<file path="config.mk">
export PLATFORM = sky130hd
export DESIGN_NAME = instr_fetch_unit_flat
export DESIGN_NICKNAME = d
export VERILOG_FILES = /design/src/rtl/instr_fetch_unit_if.sv /design/src/rtl/instr_fetch_unit.sv /design/src/flat_wrapper.sv
export SDC_FILE = /design/constraint.sdc
export NUM_CORES = 1
export LEC_CHECK = 0
export ABC_AREA = 1
export CAP_MARGIN = 20
export CORE_MARGIN = 5
export CORE_UTILIZATION = 45
export DETAILED_ROUTE_END_ITERATION = 8
export HOLD_SLACK_MARGIN = 0.05
export PLACE_DENSITY = 0.74
export SYNTH_ARGS = -nofsm -noshare
export SYNTH_HDL_FRONTEND = slang
export SYNTH_SLANG_ARGS = --single-unit
</file>
<file path="constraint.sdc">
create_clock -name Clk -period 1.2 [get_ports Clk]
set_clock_uncertainty 0.1 [all_clocks]
set_input_delay 0.24 -clock Clk [delete_from_list [all_inputs] [get_ports Clk]]
set_output_delay 0.24 -clock Clk [all_outputs]
set_load 0.005 [all_outputs]
</file>
<file path="src/rtl/instr_fetch_unit_if.sv">
// Fetch-unit bus: control strobes from the sequencer, PC and instruction back to it.
interface instr_fetch_unit_if #(
  parameter int ADDR_W = 7,
  parameter int DATA_W = 16
);
  logic              PC_Clr;
  logic              PC_Up;
  logic              IR_ld;
  logic [ADDR_W-1:0] pc_out;
  logic [DATA_W-1:0] inst_out;

  modport master (output PC_Clr, PC_Up, IR_ld, input pc_out, inst_out);
  modport slave  (input PC_Clr, PC_Up, IR_ld, output pc_out, inst_out);
endinterface

</file>
<file path="src/rtl/instr_fetch_unit.sv">
// PC -> registered-address ROM -> IR fetch path; inst_out lags the PC by two edges.
// No backpressure: PC_Clr/PC_Up/IR_ld are applied on every rising edge.
module instr_fetch_unit #(
    parameter int ADDR_W    = 7,
    parameter int DATA_W    = 16,
    parameter     INIT_FILE = ""
) (
    input  logic                Clk,
    input  logic                Rst_n,
    instr_fetch_unit_if.slave   bus
);

    logic [ADDR_W-1:0] r_pc;
    logic [ADDR_W-1:0] r_addr;
    logic [DATA_W-1:0] r_ir;
    logic [DATA_W-1:0] w_rom_dat;

    function automatic logic [DATA_W-1:0] default_word(input logic [ADDR_W-1:0] a);
        logic [15:0] w;
        case (int'(a))
            0:       w = 16'h2000;
            1:       w = 16'h2101;
            2:       w = 16'h3201;
            4:       w = 16'h4302;
            5:       w = 16'h1403;
            6:       w = 16'h5000;
            7:       w = 16'h000A;
            8:       w = 16'h2504;
            9:       w = 16'h3605;
            10:      w = 16'h1706;
            11:      w = 16'h5000;
            13:      w = 16'h0001;
            14:      w = 16'h00FF;
            15:      w = 16'hFFFF;
            127:     w = 16'hABCD;
            default: w = 16'h0000;
        endcase
        return DATA_W'(w);
    endfunction

    // ROM data is a combinational look-up of the registered address.
    assign w_rom_dat = default_word(r_addr);

    always_ff @(posedge Clk or negedge Rst_n) begin
        if (!Rst_n) begin
            r_pc   <= '0;
            r_addr <= '0;
            r_ir   <= '0;
        end else begin
            if (bus.PC_Clr)
                r_pc <= '0;
            else if (bus.PC_Up)
                r_pc <= r_pc + 1'b1;
            r_addr <= r_pc;
            if (bus.IR_ld)
                r_ir <= w_rom_dat;
        end
    end

    assign bus.pc_out   = r_pc;
    assign bus.inst_out = r_ir;

endmodule

</file>
<file path="src/flat_wrapper.sv">
// flat-port wrapper written by rule: the top's interface ports become plain ports
module instr_fetch_unit_flat 
#(
    parameter int ADDR_W    = 7,
    parameter int DATA_W    = 16,
    parameter     INIT_FILE = ""
)
  (Clk, Rst_n, bus_PC_Clr, bus_PC_Up, bus_IR_ld, bus_pc_out, bus_inst_out);
  instr_fetch_unit_if #(.ADDR_W(ADDR_W), .DATA_W(DATA_W)) bus_i ();
  input  logic Clk;
  input  logic Rst_n;
  input wire logic [$bits(bus_i.PC_Clr)-1:0] bus_PC_Clr;
  input wire logic [$bits(bus_i.PC_Up)-1:0] bus_PC_Up;
  input wire logic [$bits(bus_i.IR_ld)-1:0] bus_IR_ld;
  output wire logic [$bits(bus_i.pc_out)-1:0] bus_pc_out;
  output wire logic [$bits(bus_i.inst_out)-1:0] bus_inst_out;
  assign bus_i.PC_Clr = bus_PC_Clr;
  assign bus_i.PC_Up = bus_PC_Up;
  assign bus_i.IR_ld = bus_IR_ld;
  assign bus_pc_out = bus_i.pc_out;
  assign bus_inst_out = bus_i.inst_out;
  instr_fetch_unit #(.ADDR_W(ADDR_W), .DATA_W(DATA_W), .INIT_FILE(INIT_FILE)) u_core (.Clk(Clk), .Rst_n(Rst_n), .bus(bus_i));
endmodule
</file>
Yosys cells after proc, flatten, opt, wreduce, memory -nomap -nowiden
Cells that the tools add are included.
{ "word_totals": {"register_bits": 30, "input_bits": 5, "output_inout_bits": 23, "word_cells": 24} }
{ "op_classes": {"n_addsub": 1, "n_eq_ne": 14, "mux": 3, "reduce_logical": 3} }
{ "op_table": {"columns": ["op", "n"], "rows": [
  ["one-hot mux 16 bit (14 select lines)", 1],
  ["== test 7 x 4 -> 1 bit (second input constant)", 7],
  ["== test 7 x 3 -> 1 bit (second input constant)", 4],
  ["2-to-1 mux 7 bit", 2],
  ["adder 7 x 1 -> 7 bit (second input constant)", 1],
  ["== test 7 x 1 -> 1 bit (second input constant)", 1],
  ["== test 7 x 2 -> 1 bit (second input constant)", 1],
  ["== test 7 bit (second input constant)", 1],
  ["logical NOT 7 bit", 1],
  ["nonzero test 2 bit", 1],
  ["OR reduction 2 bit", 1]
]} }

Depth between registers and ports, before layout
{ "depth": {"depth_word": 3, "depth_mapped": 9} }

Worst setup path after synthesis
Ideal clock, no wire load.
{ "synth_timing": {"kind": "register -> register", "from": "reg u_core.r_pc[0] (netlist: u_core.bus.pc_out[0])", "to": "reg u_core.r_pc[4] (netlist: u_core.bus.pc_out[4])", "setup_time_ns": 0.123, "t_arrival_ns": 1.117, "required_time_ns": 0.977, "path_slack_ns": -0.141, "stages_incl_launch_ff": 7, "path_buffers": 0, "synth_period_minus_slack_ns": 1.341, "cell_sequence": "dfrtp_1 -> ha_1 -> inv_1 -> nor3_1 -> nand2_1 -> o21ai_0 -> a21oi_1"} }
{ "synth_via": {"elab_chain_cells": 3} }
{ "synth_lines": {"columns": ["element", "line_no", "source"], "rows": [
  ["start, declared", "instr_fetch_unit.sv:13", "logic [ADDR_W-1:0] r_pc;"],
  ["start signal, assigned", "instr_fetch_unit.sv:53", "r_pc <= r_pc + 1'b1;"],
  ["adder 7 x 1 -> 7 bit", "instr_fetch_unit.sv:53", null],
  ["2-to-1 mux 7 bit", "instr_fetch_unit.sv:52", "else if (bus.PC_Up)"],
  ["2-to-1 mux 7 bit", "instr_fetch_unit.sv:50", "if (bus.PC_Clr)"]
]} }
No other way between the ends. The select of a mux whose other input is x is not followed.
A chain may end at the register's enable or synchronous reset.

Worst setup path after layout
{ "layout_timing": {"from": "reg u_core.r_addr[6]", "to": "reg u_core.r_ir[8] (netlist: u_core.bus.inst_out[8])"} }
{ "layout_via": {"elab_chain_cells": 3, "word_cells_on_any_way": 17, "classes_between": "eq/ne: 14; mux: 1; reduce/logical: 2"} }
{ "layout_lines": {"columns": ["element", "line_no", "source"], "rows": [
  ["start, declared", "instr_fetch_unit.sv:14", "logic [ADDR_W-1:0] r_addr;"],
  ["start signal, assigned", "instr_fetch_unit.sv:54", "r_addr <= r_pc;"],
  ["== test 7 x 3 -> 1 bit / == test 7 x 4 -> 1 bit (equally long branches)", "instr_fetch_unit.sv:20", "case (int'(a))"],
  ["OR reduction 2 bit (no line)", null, null],
  ["one-hot mux 16 bit (14 select lines) *", "instr_fetch_unit.sv:20", null],
  ["end signal, assigned", "instr_fetch_unit.sv:56", "r_ir <= w_rom_dat;"],
  ["end, declared", "instr_fetch_unit.sv:15", "logic [DATA_W-1:0] r_ir;"]
]} }
Every way passes the cells marked *; elsewhere a longest branch is shown, timed or not.

==> results by group <==
Clocking
  • Clock buffer count from CTS: 3
  • Clk sinks: 27
  • CTS tree: built
  • Root Buffer: clkbuf_4
  • Cts hold-fix bufs: 0
  • H-tree levels: 1
  • Clock Path Buffers: 2
  • Worst-path clk slew: 0.16 ns
  • Worst-skew pair later-pin latency: 0.34 ns

STA
  • Final hold slack: 0.127 ns
  • TNS Setup: -1.99 ns
  • Fin crit period: 1.33 ns
  • Worst slew margin: 74.8%
  • Worst-Margin Slew: 0.378 ns
  • Fmax: 0.754 GHz
  • RSZ-0062 raised after global routing: yes
  • Final worst-path cycle share: 111%
  • Final Setup Violations: 35
  • Max Transition Viols Final: 0
  • Final Hold Fails: 0
  • PnR worst setup slack: -0.126 ns

Worst setup path
  • CP Launch Type: register
  • Crit. End Element: register
  • Worst path required time: 1.38 ns
  • Arrival time at the worst endpoint: 1.50 ns
  • Worst setup path category: register to register
  • CP max FO: 4

Drt
  • Drt pass-1 iters: 4
  • WL per Instance: 12.9 um
  • 1st-iter DRT viols: 74
  • Final WL: 3940 um
  • Drt drc: 0
  • Final ANT Viol Nets: 0
  • Via Count: 1475
  • Via density: 4.82

Place
  • Place WS: -0.413 ns
  • Placer congestion estimate: 0.805
  • HPWL Detailed: 2240 um
  • Dpl cells: 276
  • Port bufs: 27

Finish
  • FILL cells: 205
  • Commonest non-fill, non-tap cell in the layout: nand2_1
  • Fraction of layout cells with a size suffix above 1: 51.1%
  • Nets: 269
  • Commonest non-fill, non-tap cells in the layout: nand2_1 (47), buf_4 (36), dfrtp_1 (23)
  • Sequential cell area: 681 um2
  • Non-Filler Instances: 306
  • Footprint of the multi-input gates: 840 um2
  • Antenna diodes: 0
  • Synthesis-to-finish area growth: 62.6%

Floorplanning
  • Floorplan core area: 0.00303 mm2
  • Die H: 66.0 um
  • I/O Pins: 28
  • Row count: 20
  • Die area: 0.00435 mm2
  • Starting Density: 46.6%
  • Die width: 66.0 um

GRT
  • Vias in the first global route: 1472
  • Total congestion overflow: 0
  • Initial antenna violation count: 0
  • GR Util All Layers: 19.2%
  • First-pass GRT wire length: 6440 um
  • Pin count of the biggest net entering global routing: 28

Synthesis
  • Yosys warning count: 0
  • Cell area after synthesis: 0.00141 mm2
  • Cells after synthesis: 187
  • Flops & latches, synth: 27
  • Netlist cell types: 23
  • Syn avg cell area: 7.54 um2
  • Post-Syn Nets: 193
  • Seq/Total Area, Yosys: 47.9%

Run status
  • Status: complete, but fails checks
  • Failing checks: negative setup slack

Job
  • Maxcap violations: 0

Min path
  • Hold Path Class: input pin to async pin

Pwr
  • Final Power: 1.72 mW
  • Leakage power: 1.22 nW
  • P per Cell Area: 749 mW/mm2
  • Maximum vdd drop: 0.436 mV
-- worst paths after layout --
kind                                                      end                               start  slack, ns  depth (start not counted)
max                        u_core.bus.inst_out[8]$_DFFE_PN0P_          u_core.r_addr[6]$_DFF_PN0_      -0.13                          8
min                        u_core.bus.inst_out[0]$_DFFE_PN0P_                               Rst_n       0.13                          2
max reg2reg                u_core.bus.inst_out[8]$_DFFE_PN0P_          u_core.r_addr[6]$_DFF_PN0_      -0.13                          8
min reg2reg                u_core.bus.inst_out[8]$_DFFE_PN0P_  u_core.bus.inst_out[8]$_DFFE_PN0P_       0.39                          2
max in group asynchronous          u_core.r_addr[0]$_DFF_PN0_                               Rst_n       0.69                          2
min in group Clk           u_core.bus.inst_out[8]$_DFFE_PN0P_  u_core.bus.inst_out[8]$_DFFE_PN0P_       0.39                          2
-- flip-flops by register name (all words and copies together) (netlist names) --
signal,flops
u_core.bus.inst_out,13
u_core.bus.pc_out,7
u_core.r_addr,7
-- timing repair --
item,4_1_cts,5_1_grt
endpoints found under the setup margin,39,42
cloned,1,0
buffers inserted,16,10
pin swaps,25,23
gates resized for setup,140,37
-- where the power goes --
group / internal [mW] / total [mW] / switching, mW
combinational: 0.163 / 0.329 / 0.165
sequential: 0.949 / 0.986 / 0.0365
clock: 0.125 / 0.405 / 0.279
total: 1.24 / 1.72 / 0.481
-- cells in the mapped netlist, drive strengths merged --
cell	instances	share of area, %
inv	16	4.3
a31oi	1	0.44
buf	5	2.9
nor2	31	11
nor3	8	2.8
dfrtp	27	48
nand4	2	0.89
xnor2	1	0.62
ha	1	0.89
a21oi	3	1.3
o21ai	12	4.3
clkbuf	1	0.27
nand3	9	3.2
clkinv	1	0.35
nand2	68	19
o211ai	1	0.53
-- layer usage --
metal | up-vias | track usage [%] | routed length, um
met1 | 695 | 21.9 | 1550
li1 | 747 | - | -
met2 | 27 | 36.7 | 2190
met4 | 0 | 6.09 | 64
met3 | 6 | 2.21 | 136
met5 | - | 0 | 0
-- through the flow --
stage	instance area (um2)	util, %
2_1_floorplan	1420	-
3_3_place_gp	1910	62.9
3_5_place_dp	1910	62.9
4_1_cts	2120	69.9
5_1_grt	2290	75.7
6_report	2290	75.7
-- layout make-up --
class | count | area share [%]
Tap cell | 44 | 2.40
Sequential cell | 27 | 29.7
Multi-Input combinational cell | 138 | 36.6
Clock inverter | 1 | 0.218
Timing Repair Buffer | 76 | 26.8
Clock buffer | 3 | 0.982
Inverter | 17 | 3.33
-- kinds of logic after synthesis --
family / Yosys count / synth area share, %
AO/OA/AOI/OAI: 17 / 6.57
XOR/XNOR: 1 / 0.621
adder cells (fa/ha/maj): 1 / 0.887
buffers and inverters: 23 / 7.81
flip-flops: 27 / 47.9
AND/OR/NAND/NOR: 118 / 36.2
-- worst max-delay path, cell delays in order, from the launching register on --
cell and delay [ns]:
dfrtp_2 0.45, nor2_2 0.12, nand2_2 0.11, nand2_2 0.09, nand2_2 0.08, buf_4 0.14, nand3_1 0.07, nand2_1 0.05
nand2_1 0.05
Note: power is estimated with default switching activity, not from simulation.
